**config.mk**
```make
export PLATFORM = sky130hd
export DESIGN_NAME = red_add_seq
export DESIGN_NICKNAME = d
export VERILOG_FILES = /design/src/rtl/red_add_seq_pkg.sv /design/src/rtl/add8_cla.sv /design/src/rtl/red_add_seq.sv
export SDC_FILE = /design/constraint.sdc
export NUM_CORES = 1
export LEC_CHECK = 0
export BUFFER_PORTS_ARGS = -buffer_cell sky130_fd_sc_hd__buf_4
export CAP_MARGIN = 20
export CORE_UTILIZATION = 35
export CTS_BUF_LIST = sky130_fd_sc_hd__clkbuf_8
export CTS_CLUSTER_DIAMETER = 50
export CTS_CLUSTER_SIZE = 25
export DETAILED_ROUTE_END_ITERATION = 16
export SYNTH_ARGS = -nofsm -noshare
export SYNTH_HDL_FRONTEND = slang
export SYNTH_SLANG_ARGS = --single-unit
```
**constraint.sdc**
```tcl
create_clock -name clk -period 3.35 [get_ports clk]
set_clock_uncertainty 0.2 [all_clocks]
set_input_delay 0 -clock clk [delete_from_list [all_inputs] [get_ports clk]]
set_output_delay 0 -clock clk [all_outputs]
set_load 0.01 [all_outputs]
```
**src/rtl/red_add_seq_pkg.sv**
```systemverilog
// Shared types and constants for the red_add_seq sequencer and its adder.
package red_add_seq_pkg;

    localparam int unsigned BYTE_W = 8;
    localparam int unsigned RED_W  = 10;

    typedef enum logic [2:0] {
        ST_IDLE = 3'd0,
        ST_LO   = 3'd1,
        ST_HI   = 3'd2,
        ST_FIN  = 3'd3,
        ST_DONE = 3'd4
    } state_e;

    localparam logic MODE_RED = 1'b0;
    localparam logic MODE_ADD = 1'b1;

endpackage

```
**src/rtl/add8_cla.sv**
```systemverilog
// 8-bit carry-lookahead adder built from two 4-bit lookahead groups.
module add8_cla
    import red_add_seq_pkg::*;
(
    input  logic [BYTE_W-1:0] a,
    input  logic [BYTE_W-1:0] b,
    input  logic              cin,
    output logic [BYTE_W-1:0] s,
    output logic              cout
);

    // Carries into bits 1..3 of a nibble, fully expanded from the nibble carry-in.
    function automatic logic [2:0] inner_carry(input logic [3:0] g, input logic [3:0] p,
                                               input logic ci);
        logic [2:0] c;
        c[0] = g[0] | (p[0] & ci);
        c[1] = g[1] | (p[1] & g[0]) | (p[1] & p[0] & ci);
        c[2] = g[2] | (p[2] & g[1]) | (p[2] & p[1] & g[0]) | (p[2] & p[1] & p[0] & ci);
        return c;
    endfunction

    logic [BYTE_W-1:0] g;
    logic [BYTE_W-1:0] p;
    logic [1:0]        grp_g;
    logic [1:0]        grp_p;
    logic              c4;
    logic [3:0]        c_lo;
    logic [3:0]        c_hi;

    assign g = a & b;
    assign p = a ^ b;

    assign grp_g[0] = g[3] | (p[3] & g[2]) | (p[3] & p[2] & g[1]) | (p[3] & p[2] & p[1] & g[0]);
    assign grp_g[1] = g[7] | (p[7] & g[6]) | (p[7] & p[6] & g[5]) | (p[7] & p[6] & p[5] & g[4]);
    assign grp_p[0] = &p[3:0];
    assign grp_p[1] = &p[7:4];

    assign c4   = grp_g[0] | (grp_p[0] & cin);
    assign cout = grp_g[1] | (grp_p[1] & grp_g[0]) | (grp_p[1] & grp_p[0] & cin);

    assign c_lo = {inner_carry(g[3:0], p[3:0], cin), cin};
    assign c_hi = {inner_carry(g[7:4], p[7:4], c4), c4};

    assign s = p ^ {c_hi, c_lo};

endmodule

```
**src/rtl/red_add_seq.sv**
```systemverilog
// Sequencer steering a 16-bit ADD (two passes) or a four-byte sum RED (three passes)
// through one shared 8-bit carry-lookahead adder.
module red_add_seq
    import red_add_seq_pkg::*;
#(
    parameter int unsigned W = 16
) (
    input  logic         clk,
    input  logic         rst,
    input  logic         start,
    input  logic         mode,
    input  logic [W-1:0] a,
    input  logic [W-1:0] b,
    input  logic         flush,
    output logic         busy,
    output logic         done,
    output logic [W-1:0] result,
    output logic         cout
);

    state_e            state_q, state_d;
    logic [W-1:0]      a_q, a_d, b_q, b_d;
    logic              mode_q, mode_d;
    logic [BYTE_W:0]   lo9_q, lo9_d, hi9_q, hi9_d;
    logic [W-1:0]      result_q, result_d;
    logic              cout_q, cout_d;
    logic              busy_q, busy_d;
    logic              done_q, done_d;

    logic [BYTE_W-1:0] add_a, add_b, add_s;
    logic              add_ci, add_co;
    logic [1:0]        red_top;

    // Operand steering: adder inputs come only from registered state.
    always_comb begin
        add_a  = '0;
        add_b  = '0;
        add_ci = 1'b0;
        case (state_q)
            ST_LO: begin
                add_a = a_q[BYTE_W-1:0];
                add_b = b_q[BYTE_W-1:0];
            end
            ST_HI: begin
                add_a  = a_q[2*BYTE_W-1:BYTE_W];
                add_b  = b_q[2*BYTE_W-1:BYTE_W];
                add_ci = (mode_q == MODE_ADD) ? lo9_q[BYTE_W] : 1'b0;
            end
            ST_FIN: begin
                add_a = lo9_q[BYTE_W-1:0];
                add_b = hi9_q[BYTE_W-1:0];
            end
            default: ;
        endcase
    end

    add8_cla u_add (
        .a    (add_a),
        .b    (add_b),
        .cin  (add_ci),
        .s    (add_s),
        .cout (add_co)
    );

    assign red_top = 2'(lo9_q[BYTE_W]) + 2'(hi9_q[BYTE_W]) + 2'(add_co);

    always_comb begin
        state_d  = state_q;
        a_d      = a_q;
        b_d      = b_q;
        mode_d   = mode_q;
        lo9_d    = lo9_q;
        hi9_d    = hi9_q;
        result_d = result_q;
        cout_d   = cout_q;
        if (flush) begin
            state_d = ST_IDLE;
        end else begin
            case (state_q)
                ST_IDLE: begin
                    if (start) begin
                        a_d     = a;
                        b_d     = b;
                        mode_d  = mode;
                        state_d = ST_LO;
                    end
                end
                ST_LO: begin
                    lo9_d   = {add_co, add_s};
                    state_d = ST_HI;
                end
                ST_HI: begin
                    hi9_d = {add_co, add_s};
                    if (mode_q == MODE_ADD) begin
                        result_d = {add_s, lo9_q[BYTE_W-1:0]};
                        cout_d   = add_co;
                        state_d  = ST_DONE;
                    end else begin
                        state_d  = ST_FIN;
                    end
                end
                ST_FIN: begin
                    result_d = W'({red_top, add_s});
                    cout_d   = 1'b0;
                    state_d  = ST_DONE;
                end
                default: state_d = ST_IDLE;
            endcase
        end
        busy_d = (state_d != ST_IDLE);
        done_d = (state_d == ST_DONE);
    end

    always_ff @(posedge clk or posedge rst) begin
        if (rst) begin
            state_q  <= ST_IDLE;
            a_q      <= '0;
            b_q      <= '0;
            mode_q   <= MODE_RED;
            lo9_q    <= '0;
            hi9_q    <= '0;
            result_q <= '0;
            cout_q   <= 1'b0;
            busy_q   <= 1'b0;
            done_q   <= 1'b0;
        end else begin
            state_q  <= state_d;
            a_q      <= a_d;
            b_q      <= b_d;
            mode_q   <= mode_d;
            lo9_q    <= lo9_d;
            hi9_q    <= hi9_d;
            result_q <= result_d;
            cout_q   <= cout_d;
            busy_q   <= busy_d;
            done_q   <= done_d;
        end
    end

    assign busy   = busy_q;
    assign done   = done_q;
    assign result = result_q;
    assign cout   = cout_q;

endmodule
```
Word-level counts from Yosys, hierarchy flattened
Cells that the tools add are included.
- div/mod/pow operators: 0
- mux-type cells: 12
- eq/ne operators: 5
- magnitude comparators: 0
- reductions and logical operators: 9
- $add $sub $neg: 2
- shift-type cells: 0
- bitwise logic cells: 57
- multipliers: 0
- operator list (cell ; number):
    $pmux W8 S3 ; 2
    $and A1 B1 Y1 ; 32
    $pmux W16 S2 ; 1
    $or A1 B1 Y1 ; 21
    $mux W16 ; 1
    $xor A8 B8 Y8 ; 2
    $pmux W3 S4 ; 1
    $mux W3 ; 3
    $and A8 B8 Y8 ; 1
    $reduce_and A4 Y1 ; 2
    $eq A3 B2 Y1 const B ; 2
    $reduce_and A3 Y1 ; 2
    $reduce_and A2 Y1 ; 2
    $eq A3 B1 Y1 const B ; 1
    $eq A3 B3 Y1 const B ; 1
    $logic_not A3 Y1 ; 1
    $mux W1 ; 3
    $reduce_bool A3 Y1 ; 1
    $add A1 B1 Y2 ; 1
    $add A2 B1 Y2 ; 1
    $ne A2 B2 Y1 const B ; 1
    $pmux W1 S2 ; 1
    $reduce_bool A2 Y1 ; 1
    $not A1 Y1 ; 1
- output and inout bits: 19
- input bits: 37
- latch bits: 0
- memories: 0
- word-level logic and storage cells: 95
- memory bits (writable): 0
- register bits after elaboration: 73
- memory bits (read-only): 0

Depth between registers and ports, before layout
Gate-level depths: netlist of the first run.
- depth in word-level cells: 13
- gate-level depth with buffers: 16
- gate-level depth less buffers: 13

By module
Synthesis of the first run repeated with hierarchy kept, for this count alone.
- cell total of the unflattened synthesis: 287
- area, all modules: 3653.5 µm²
- by module, submodules not included (module ; seq. area each (µm²) ; times used ; area each (µm²) ; cells an instance):
    red_add_seq ; 1826.8 ; 1 ; 3342.0 ; 251
    add8_cla ; 0.0 ; 1 ; 311.5 ; 36

Worst setup path after synthesis of the first run
OpenSTA, ideal clock, no wires.
- path kind: reg-to-reg
- start: register state_q[1]
- end: register result_q[8], in the netlist result[8]
- data required time: 3.067 ns
- library setup time: 0.083 ns
- stages on the path, launching flop included: 14
- slack: -0.242 ns
- path buffers: 2
- clock period less this slack: 3.592 ns
- data arrival time: 3.310 ns
- path through: dfrtp_1 > buf_2 > clkbuf_1 > mux2_2 > a22oi_1 > nor2_1 > ha_1 > a2111oi_2 > o31ai_4 > a41oi_1 > fa_1 > nor2_1 > a21oi_1 > o21ai_0
- cells in the longest elaborated chain, start to end: 12
- elaborated cells between the ends (all ways): 38
- classes of those cells: 1 x add/sub; 4 x eq/ne; 5 x mux; 24 x bitwise; 4 x reduce/logical
- ends and longest elaborated chain (item ; line ; text):
    start, declared ; red_add_seq.sv:21 ; state_e state_q, state_d;
    start signal, assigned ; red_add_seq.sv:127 ; state_q <= state_d;
    $eq A3 B2 Y1 or $eq A3 B1 Y1 (tied branches) ; red_add_seq.sv:39, red_add_seq.sv:79 ;
    $pmux W8 S3 ; red_add_seq.sv:39 ; case (state_q)
    $xor A8 B8 Y8 or $and A8 B8 Y8 (tied branches) ; add8_cla.sv:31, add8_cla.sv:30 ;
    $and A1 B1 Y1 ; add8_cla.sv:33 ; assign grp_g[0] = g[3] | (p[3] & g[2]) | (p[3] & p[2] & g[1]) | (p[3] & p[2] & p[1] & g[0]);
    $or A1 B1 Y1 or $and A1 B1 Y1 (tied branches) (2 in series) ; add8_cla.sv:33 ;
    $or A1 B1 Y1 ; add8_cla.sv:33 ;
    $and A1 B1 Y1 ; add8_cla.sv:39 ; assign cout = grp_g[1] | (grp_p[1] & grp_g[0]) | (grp_p[1] & grp_p[0] & cin);
    $or A1 B1 Y1 (2 in series) ; add8_cla.sv:39 ;
    $add A2 B1 Y2 ; red_add_seq.sv:65 ; assign red_top = 2'(lo9_q[BYTE_W]) + 2'(hi9_q[BYTE_W]) + 2'(add_co);
    $pmux W16 S2 ; red_add_seq.sv:79 ; case (state_q)
    end signal, assigned ; red_add_seq.sv:133 ; result_q <= result_d;
    end, declared ; red_add_seq.sv:25 ; logic [W-1:0] result_q, result_d;
Parallel ways exist; a longest one is shown, timed or not. The select of a mux whose other input is x is not followed.
A chain may end at the register's enable or synchronous reset.

Final worst setup path of the first run
- start: register state_q[1]
- end: register result_q[4], in the netlist result[4]
- cells in the longest elaborated chain, start to end: 10
- elaborated cells between the ends (all ways): 24
- classes of those cells: 4 x eq/ne; 4 x mux; 13 x bitwise; 3 x reduce/logical
- ends and longest elaborated chain (item ; line ; text):
    $eq A3 B2 Y1 or $eq A3 B1 Y1 (tied branches) ; red_add_seq.sv:39, red_add_seq.sv:79 ;
    $pmux W8 S3 ; red_add_seq.sv:39 ;
    $xor A8 B8 Y8 or $and A8 B8 Y8 (tied branches) ; add8_cla.sv:31, add8_cla.sv:30 ;
    $and A1 B1 Y1 ; add8_cla.sv:33 ;
    $or A1 B1 Y1 or $and A1 B1 Y1 (tied branches) (2 in series) ; add8_cla.sv:33 ;
    $or A1 B1 Y1 ; add8_cla.sv:33 ;
    $or A1 B1 Y1 ; add8_cla.sv:38 ; assign c4 = grp_g[0] | (grp_p[0] & cin);
    $xor A8 B8 Y8 ; add8_cla.sv:44 ; assign s = p ^ {c_hi, c_lo};
    $pmux W16 S2 ; red_add_seq.sv:79 ;
Parallel ways exist; a longest one is shown, timed or not.

==> flow_metrics.tcl, run 1 <==
set metrics [dict create \
    power_switching_share 0.3305 \
    power.static_leakage_nw 2.272 \
    ys.flop_type "dfrtp_1" \
    avgSynthCellArea_um2 10.71 \
    cts.sinks 73 \
    cpPeakStageDelay_ns 0.61 \
    via_per_inst 4.926 \
    placed_cells 538 \
    final.fill_count 926 \
    grt-ovfl-total 0 \
    ys_seq_elements 73 \
    crit_path_start "state_q[1]" \
    power_density_nw_per_um2 587.3 \
    period_share 0.9743 \
    r2r_start "state_q[1]" \
    grt_pass1_vias 2911 \
    fin_setup_tns_ns 0 \
    core_um2 9955 \
    drc 0 \
    cp_max_fo 8 \
    dpl-instance-area_um2 4405 \
    final_common_cell "buf_4" \
    wl_mm 8.610 \
    worstMarginPinSlew_ns 0.6337 \
    hp-class "input port to async pin" \
    fmax_mhz 306.4 \
    antenna_found_initial 0 \
    reg2regPathDepth 13 \
    wl_met3_um 280 \
    drv_cap 0 \
    worst_path_max_delay_cell "fa_2" \
    routedWlPerCell_um 14.57 \
    ys_seq_area_frac 0.5003 \
    synthesis.nets 389 \
    via_count 2911 \
    yosysTopAreaCell "dfrtp_1" \
    final_cell_mix "buf_4 (83), dfrtp_1 (72), mux2_2 (51)" \
    grt_start_max_net_pins 74 \
    hold_viol_final 0 \
    drt_pass1_iterations 4 \
    die_h_um 104.1 \
    numCtsBuffers 9 \
    drtIter0Drc 124 \
    max-vdd-ir-drop_v 0.0002278 \
    dp_hpwl_mm 6.152 \
    yosysTopAreaCellShare 0.5003 \
    wl_met1_mm 4.307 \
    insertion_delay_ns 0.34 \
    synth.area.top_cells "dfrtp_1 (50%), mux2_2 (16%), nand2_1 (5.1%)" \
    ys_types 41 \
    intPower_w 0.001979 \
    clk_pin_slew_ns 0.07 \
    slew_headroom 0.5762 \
    cts-root-buf "clkbuf_8" \
    met2_wirelength_mm 3.915 \
    final.min_clock_period_ns 3.264 \
    timing.rr.end "result[4]" \
    diodes 0 \
    ant_nets 0 \
    power.switching_w 0.0009771 \
    p_comb_frac 0.350 \
    yosys_warnings 0 \
    seqPwrFrac 0.465 \
    clk_path_buf_depth 2 \
    initial_core_util 0.3668 \
    cts_tree "built" \
    cp_data_required_time_ns 3.38 \
    die_x_um 104.1 \
    instances_no_fill 591 \
    postSynthCellCount 341 \
    netlist_area_um2 3651 \
    crit_end "result[4]" \
    synth_edf_count 0 \
    nets 505 \
    worstSetupPathType "flop to flop" \
    grt_pass1_wl_mm 14.39 \
    drive_gt1_frac 0.3799 \
    io_buffers 55 \
    htreeDepth 3 \
    pin_count 56 \
    die_area_um2 10840 \
    whs_ns 0.09270 \
    setup_viol 0 \
    design_area_um2 5034 \
    reg2reg_slack_ns 0.09 \
    async_flop_share 1.000 \
    place_congestion 0.8270 \
    grt_use_total 0.1681 \
    final_util 0.5057 \
    start_kind "flop" \
    status "finished clean" \
    worstPathCellList "buf_6 -> mux2_2 -> a22oi_2 -> nor2_2 -> ha_1 -> nand2_2 -> o31ai_4 -> a21o_1 -> a21oi_2 -> fa_2 -> nor2_1 -> a21oi_1 -> o21ai_1" \
    worst_setup_path_end_kind "flop" \
    drv_slew 0 \
    top_layer_used "met4" \
    area_delta_synth_final_pct 37.87 \
    clkPwrFrac 0.185 \
    critPathArrivalTime_ns 3.29 \
    row_count 36 \
]
[synthesized netlist by cell type (all sizes together), types with 2 or more instances]
cell type and n:
o21a 2, nor3 5, o22ai 2, clkbuf 9, xnor2 3, o211ai 3, nand3b 4, o21ai 28
nand2b 2, inv 6, nor2 31, nand2 50, mux2 51, ha 8, xor2 2, a21oi 14
a21o 2, buf 9, a311oi 2, a22oi 14, nor2b 5, o31ai 2, fa 3, dfrtp 73
[metal layers]
metal,up-vias,track usage
met5,-,0
met4,0,0.06122
met3,8,0.02945
met2,61,0.2576
li1,1428,-
met1,1414,0.2374
[power groups by stage]
stage          logic, W  clock network [W]  registers (W)
2_1_floorplan  0.000565                  0        0.00134
3_3_place_gp   0.000943                  0        0.00138
3_5_place_dp   0.000960                  0        0.00139
4_1_cts        0.000996           0.000563        0.00137
5_1_grt         0.00115           0.000597        0.00141
6_report        0.00104           0.000546        0.00138
[worst min path at each step]
| stage | slack (ns) | cells past startpoint | to | start |
|---|---|---|---|---|
| after floorplan | -0.12 | 1 | state_q[1] | flush |
| after global placement | -0.08 | 3 | result[4] | rst |
| after detailed placement | -0.08 | 3 | result[4] | rst |
| after CTS | 0.11 | 4 | result[4] | rst |
| after global routing | 0.15 | 4 | result[4] | rst |
| final | 0.09 | 4 | result[4] | rst |
[final cells by class]
cell class,count,area (µm²),area share
inverter,7,26.28,0.005220
tap,133,166.4,0.03306
clock buffer,9,123.9,0.02461
timing repair buffer,123,1055,0.2095
sequential,73,1828,0.3632
multi-input combinational,243,1821,0.3617
clock inverter,3,13.76,0.002734
[state kept, by name (all words and copies together) (netlist names)]
signal / flops
a_q: 16
b_q: 16
cout: 1
hi9_q: 9
state_q: 3
busy: 1
mode_q: 1
result: 16
lo9_q: 9
done: 1
[through the flow]
stage,setup WS (ns),power [W]
after floorplan,-0.0004641,0.001907
after global placement,0.02654,0.002324
after detailed placement,-0.03257,0.002347
after CTS,0.02696,0.002931
after global routing,-0.02840,0.003150
final,0.08606,0.002956
[cell families after synthesis]
group	after synthesis	share of synthesized area
AND/OR/NAND/NOR	101	0.1241
AO/OA/AOI/OAI	74	0.1313
flip-flops	73	0.5003
multiplexers	52	0.1600
buffers and inverters	25	0.02844
adder cells (fa/ha/maj)	11	0.04387
XOR/XNOR	5	0.01200
[critical path: cells and delay by family, from the launching register on]
kind                     cells  cell delay, ns
AO/OA/AOI/OAI                6            0.93
adder cells (fa/ha/maj)      2            0.91
flip-flops                   1            0.44
multiplexers                 1            0.33
AND/OR/NAND/NOR              3            0.20
buffers and inverters        1            0.14
[timing repair]
action	in CTS	in global routing
setup buffers	0	5
hold buffers	36	0
hold endpoints to repair	112	0
endpoints found under the setup margin	1	10
pin swaps	0	10
resized for setup	1	21
No activity file was read; power rests on OpenSTA's default activity.
==> run 2: changes to the inputs <==
CORE_UTILIZATION = 40   (was 35)
==> run 2 against run 1 <==
Net effect:
- flip-flop and latch count did not move
- non-clock buffer count decreased by 3
- wire length rose by 0.78%
- die area is 12% lower
- hold slack got worse by 0.049 ns
- combinational power about the same
==> flow_metrics.tcl, run 2 (synthesis results as in run 1) <==
set metrics [dict create \
    top_layer_used "met4" \
    ant_nets 0 \
    diodes 0 \
    start_kind "flop" \
    slew_headroom 0.5518 \
    worstSetupPathType "flop to flop" \
    drc 0 \
    hold_viol_final 0 \
    worstMarginPinSlew_ns 0.6702 \
    routedWlPerCell_um 15.30 \
    grt_pass1_vias 2863 \
    grt_pass1_wl_mm 14.61 \
    drv_cap 0 \
    cp_max_fo 7 \
    wl_mm 8.677 \
    pin_count 56 \
    cts.sinks 73 \
    wl_met3_um 419 \
    hp-class "input port to async pin" \
    met2_wirelength_mm 3.926 \
    area_delta_synth_final_pct 38.28 \
    status "finished clean" \
    drt_pass1_iterations 4 \
    max-vdd-ir-drop_v 0.0003422 \
    nets 502 \
    wl_met1_mm 4.226 \
    io_buffers 55 \
    die_x_um 97.54 \
    numCtsBuffers 9 \
    worst_setup_path_end_kind "flop" \
    htreeDepth 3 \
    cts_tree "built" \
    setup_viol 0 \
    final_common_cell "buf_4" \
    fmax_mhz 309.2 \
    period_share 0.9653 \
    power.total_w 0.003219 \
    die_h_um 97.54 \
    grt_start_max_net_pins 34 \
    final.fill_count 746 \
    via_count 2860 \
    drive_gt1_frac 0.3682 \
    final_cell_mix "buf_4 (82), dfrtp_1 (72), mux2_2 (51)" \
    cp_data_required_time_ns 3.38 \
    worst_slack_ns 0.1161 \
    cts-root-buf "clkbuf_8" \
    critPathArrivalTime_ns 3.26 \
    place_congestion 0.8905 \
    insertion_delay_ns 0.35 \
    dp_hpwl_mm 6.246 \
    row_count 34 \
    whs_ns 0.04345 \
    clk_pin_slew_ns 0.08 \
    initial_core_util 0.4166 \
    power_density_nw_per_um2 637.7 \
    place_ws_ns -0.003467 \
    drv_slew 0 \
    clk_path_buf_depth 2 \
    core_um2 8763 \
    final.min_clock_period_ns 3.234 \
    grt_use_total 0.1963 \
    antenna_found_initial 0 \
    power.static_leakage_nw 2.297 \
    die_area_um2 9513 \
    grt-ovfl-total 0 \
    reg2reg_slack_ns 0.12 \
    drtIter0Drc 106 \
    via_per_inst 5.044 \
]
-- run 2: cell types whose count changed in the layout (fill, tap and decap cells not counted), moves of 2 or more --
| cell | previous run | this run |
|---|---|---|
| a21oi_1 | 11 | 13 |
| a22oi_1 | 10 | 13 |
| o21ai_1 | 6 | 4 |
| ha_2 | 2 | 0 |
| a22oi_2 | 4 | 1 |
| bufinv_16 | 0 | 3 |
| a21oi_2 | 3 | 1 |
| o21ai_0 | 22 | 24 |
-- run 2: worst paths after layout --
| path | startpoint | endpoint | cells after the start |
|---|---|---|---|
| max in group asynchronous | rst | b_q[5] | 4 |
| setup / recovery | state_q[1] | result[5] | 14 |
| min in group clk | b[1] | b_q[1] | 3 |
| hold reg to reg | result[9] | result[9] | 2 |
| hold / removal | rst | result[0] | 3 |
| setup reg to reg | state_q[1] | result[5] | 14 |
-- run 2: report_power, final --
| part | total, W | internal (W) | leakage (nW) | switching [W] |
|---|---|---|---|---|
| combinational | 0.00101 | 0.000550 | 1.26 | 0.000463 |
| clock | 0.000842 | 0.000511 | 0.124 | 0.000331 |
| sequential | 0.00137 | 0.00117 | 0.914 | 0.000199 |
| total | 0.00322 | 0.00223 | 2.30 | 0.000993 |
-- run 2: final cells by class --
type	instances	area (µm²)	share of cell area
Timing Repair Buffer	120	1016	0.2012
Inverter	7	26.28	0.005204
Clock inverter	6	106.4	0.02107
Tap cell	108	135.1	0.02677
Sequential cell	73	1828	0.3621
Clock buffer	10	137.6	0.02726
Multi-Input combinational cell	243	1799	0.3564
-- run 2: timing repair --
action	in CTS	in global routing
setup endpoints to repair	1	12
hold buffers	36	0
gates resized for setup	1	11
setup buffers	0	2
pin swaps	0	3
endpoints found under the hold margin	112	0
-- run 2: stage by stage --
| stage | TNS [ns] | std cells | utilization | cell area, µm² |
|---|---|---|---|---|
| final | 0 | 567 | 0.5761 | 5049 |
| after CTS | 0 | 565 | 0.5681 | 4979 |
| after detailed placement | -0.003467 | 513 | 0.4977 | 4362 |
| after global placement | 0 | 512 | 0.4954 | 4342 |
| after floorplan | -0.0004641 | 341 | - | 3666 |
| after global routing | -0.01325 | 567 | 0.5761 | 5049 |
-- run 2: metal layers --
metal	vias to the layer above	GRT usage
met5	-	0
met4	0	0.06109
met3	7	0.04317
met2	68	0.2953
met1	1364	0.2820
li1	1421	-
-- run 2: critical path, cell delays in order (launching register included) --
cell     delay [ns]
dfrtp_2        0.42
buf_4          0.12
mux2_2         0.31
a22oi_1        0.15
nor2_1         0.10
ha_4           0.34
nand2_1        0.08
o31ai_2        0.25
a21o_1         0.17
a21oi_1        0.08
fa_1           0.42
xor2_2         0.18
nor2_1         0.07
a21oi_1        0.13
o21ai_0        0.09
==> run 3: changes to the inputs <==
HOLD_SLACK_MARGIN = 0.1   (was not set)
==> run 3 against run 2 <==
Net effect:
- combinational power hardly changed
- clock-buffer cell count stayed put
- final cell count is 0.18% higher
- largest cell class unchanged
==> flow_metrics.tcl, run 3 (synthesis results as in run 1) <==
set metrics [dict create \
    status "finished clean" \
    worst_slack_ns 0.1191 \
    place_congestion 0.8905 \
    pin_count 56 \
    row_count 34 \
    holdCritStartpoint "b[1]" \
    grt_pass1_vias 2869 \
    cp_data_required_time_ns 3.38 \
    cp_max_fo 7 \
    cts_tree "built" \
    placed_cells 513 \
    grt_start_max_net_pins 34 \
    clk_path_buf_depth 2 \
    die_area_um2 9513 \
    insertion_delay_ns 0.35 \
    worstPathCellList "buf_4 -> mux2_2 -> a22oi_1 -> nor2_1 -> ha_4 -> nand2_1 -> o31ai_2 -> a21o_1 -> a21oi_1 -> fa_1 -> xor2_2 -> nor2_1 -> a21oi_1 -> o21ai_0" \
    final.min_clock_period_ns 3.231 \
    grt_use_total 0.1966 \
    whs_ns 0.2174 \
    final_util 0.5772 \
    antenna_found_initial 0 \
    design_area_um2 5059 \
    setup_viol 0 \
    critPathArrivalTime_ns 3.26 \
    slew_headroom 0.5546 \
    timing.rr.end "result[5]" \
    wl_met3_um 467 \
    drc 0 \
    dp_hpwl_mm 6.246 \
    place_ws_ns -0.003467 \
    htreeDepth 3 \
    power.static_leakage_nw 2.301 \
    die_h_um 97.54 \
    cts-root-buf "clkbuf_8" \
    io_buffers 55 \
    core_um2 8763 \
    period_share 0.9644 \
    hp-class "input port to flop" \
    drv_cap 0 \
    reg2regPathDepth 14 \
    clk_pin_slew_ns 0.08 \
    hold_viol_final 0 \
    diodes 0 \
    hold_end "b_q[1]" \
    final_common_cell "buf_4" \
    die_x_um 97.54 \
    via_per_inst 5.081 \
    worst_setup_path_end_kind "flop" \
    top_layer_used "met4" \
    grt_pass1_wl_mm 14.63 \
    drtIter0Drc 106 \
    dpl-instance-area_um2 4362 \
    initial_core_util 0.4166 \
    ant_nets 0 \
    met2_wirelength_mm 3.927 \
    fmax_mhz 309.5 \
    area_delta_synth_final_pct 38.55 \
    whs_path_depth 3 \
    nets 503 \
    cts.sinks 73 \
    start_kind "flop" \
    power_density_nw_per_um2 636.1 \
    wl_mm 8.679 \
    final_cell_mix "buf_4 (82), dfrtp_1 (72), mux2_2 (51)" \
    drive_gt1_frac 0.3674 \
    routedWlPerCell_um 15.28 \
    via_count 2886 \
    reg2reg_slack_ns 0.12 \
    worst_path_max_delay_cell "dfrtp_2" \
    drt_pass1_iterations 4 \
    grt-ovfl-total 0 \
    instances_no_fill 568 \
    numCtsBuffers 9 \
    worstMarginPinSlew_ns 0.6661 \
    r2r_start "state_q[1]" \
    drv_slew 0 \
    wl_met1_mm 4.179 \
    worstSetupPathType "flop to flop" \
    max-vdd-ir-drop_v 0.0003423 \
    cpPeakStageDelay_ns 0.42 \
]
==> run 3: cell types whose count changed in the layout (fill, tap and decap cells not counted) <==
| cell | delta |
|---|---|
| dlygate4sd3_1 | +1 |
==> run 3: critical path, delay by kind of cell (launching register included) <==
family,cells,cell delay [ns]
compound gates,6,0.87
xor+xnor,1,0.18
fa+ha+maj,2,0.76
buf+inv,1,0.12
flops,1,0.42
mux,1,0.31
simple gates,3,0.25
==> run 3: how the worst max path moves through the flow <==
stage	start	endpoint	slack, ns	depth (start not counted)
after floorplan	state_q[1]	result[8]	-0.0005	13
after global placement	state_q[1]	result[8]	0.07	12
after detailed placement	state_q[1]	result[8]	-0.003	13
after CTS	state_q[1]	result[8]	0.006	13
after global routing	state_q[1]	result[5]	-0.01	14
final	state_q[1]	result[5]	0.12	14
==> run 3: power by group <==
part	internal (W)	leakage, nW	switching, W
Sequential	0.00117	0.914	0.000198
Combinational	0.000550	1.26	0.000462
Clock	0.000511	0.124	0.000330
Total	0.00223	2.30	0.000990
==> run 3: through the flow <==
stage                     total power [W]  setup TNS [ns]
after global placement           0.002307               0
after detailed placement         0.002333       -0.003467
final                            0.003218               0
after floorplan                  0.001907      -0.0004641
after global routing             0.003419        -0.01325
after CTS                        0.003212               0
==> run 3: what timing repair did <==
| item | 4_1_cts | 5_1_grt |
|---|---|---|
| gates resized for setup | 1 | 11 |
| setup endpoints to repair | 1 | 12 |
| hold endpoints to repair | 120 | 0 |
| setup buffers | 0 | 2 |
| hold buffers | 37 | 0 |
| pin swaps | 0 | 3 |
==> run 3: per-layer routing <==
metal | track usage | vias to the layer above
li1 | - | 1423
met1 | 0.2820 | 1382
met2 | 0.2964 | 74
met3 | 0.04317 | 7
met4 | 0.06109 | 0
met5 | 0 | -
==> run 3: area by class of cell <==
type,count,area [µm²]
Clock buffer,10,137.6
Tap cell,108,135.1
Timing Repair Buffer,121,1026
Multi-Input combinational cell,243,1799
Clock inverter,6,106.4
Inverter,7,26.28
Sequential cell,73,1828
Fill cell,745,3705
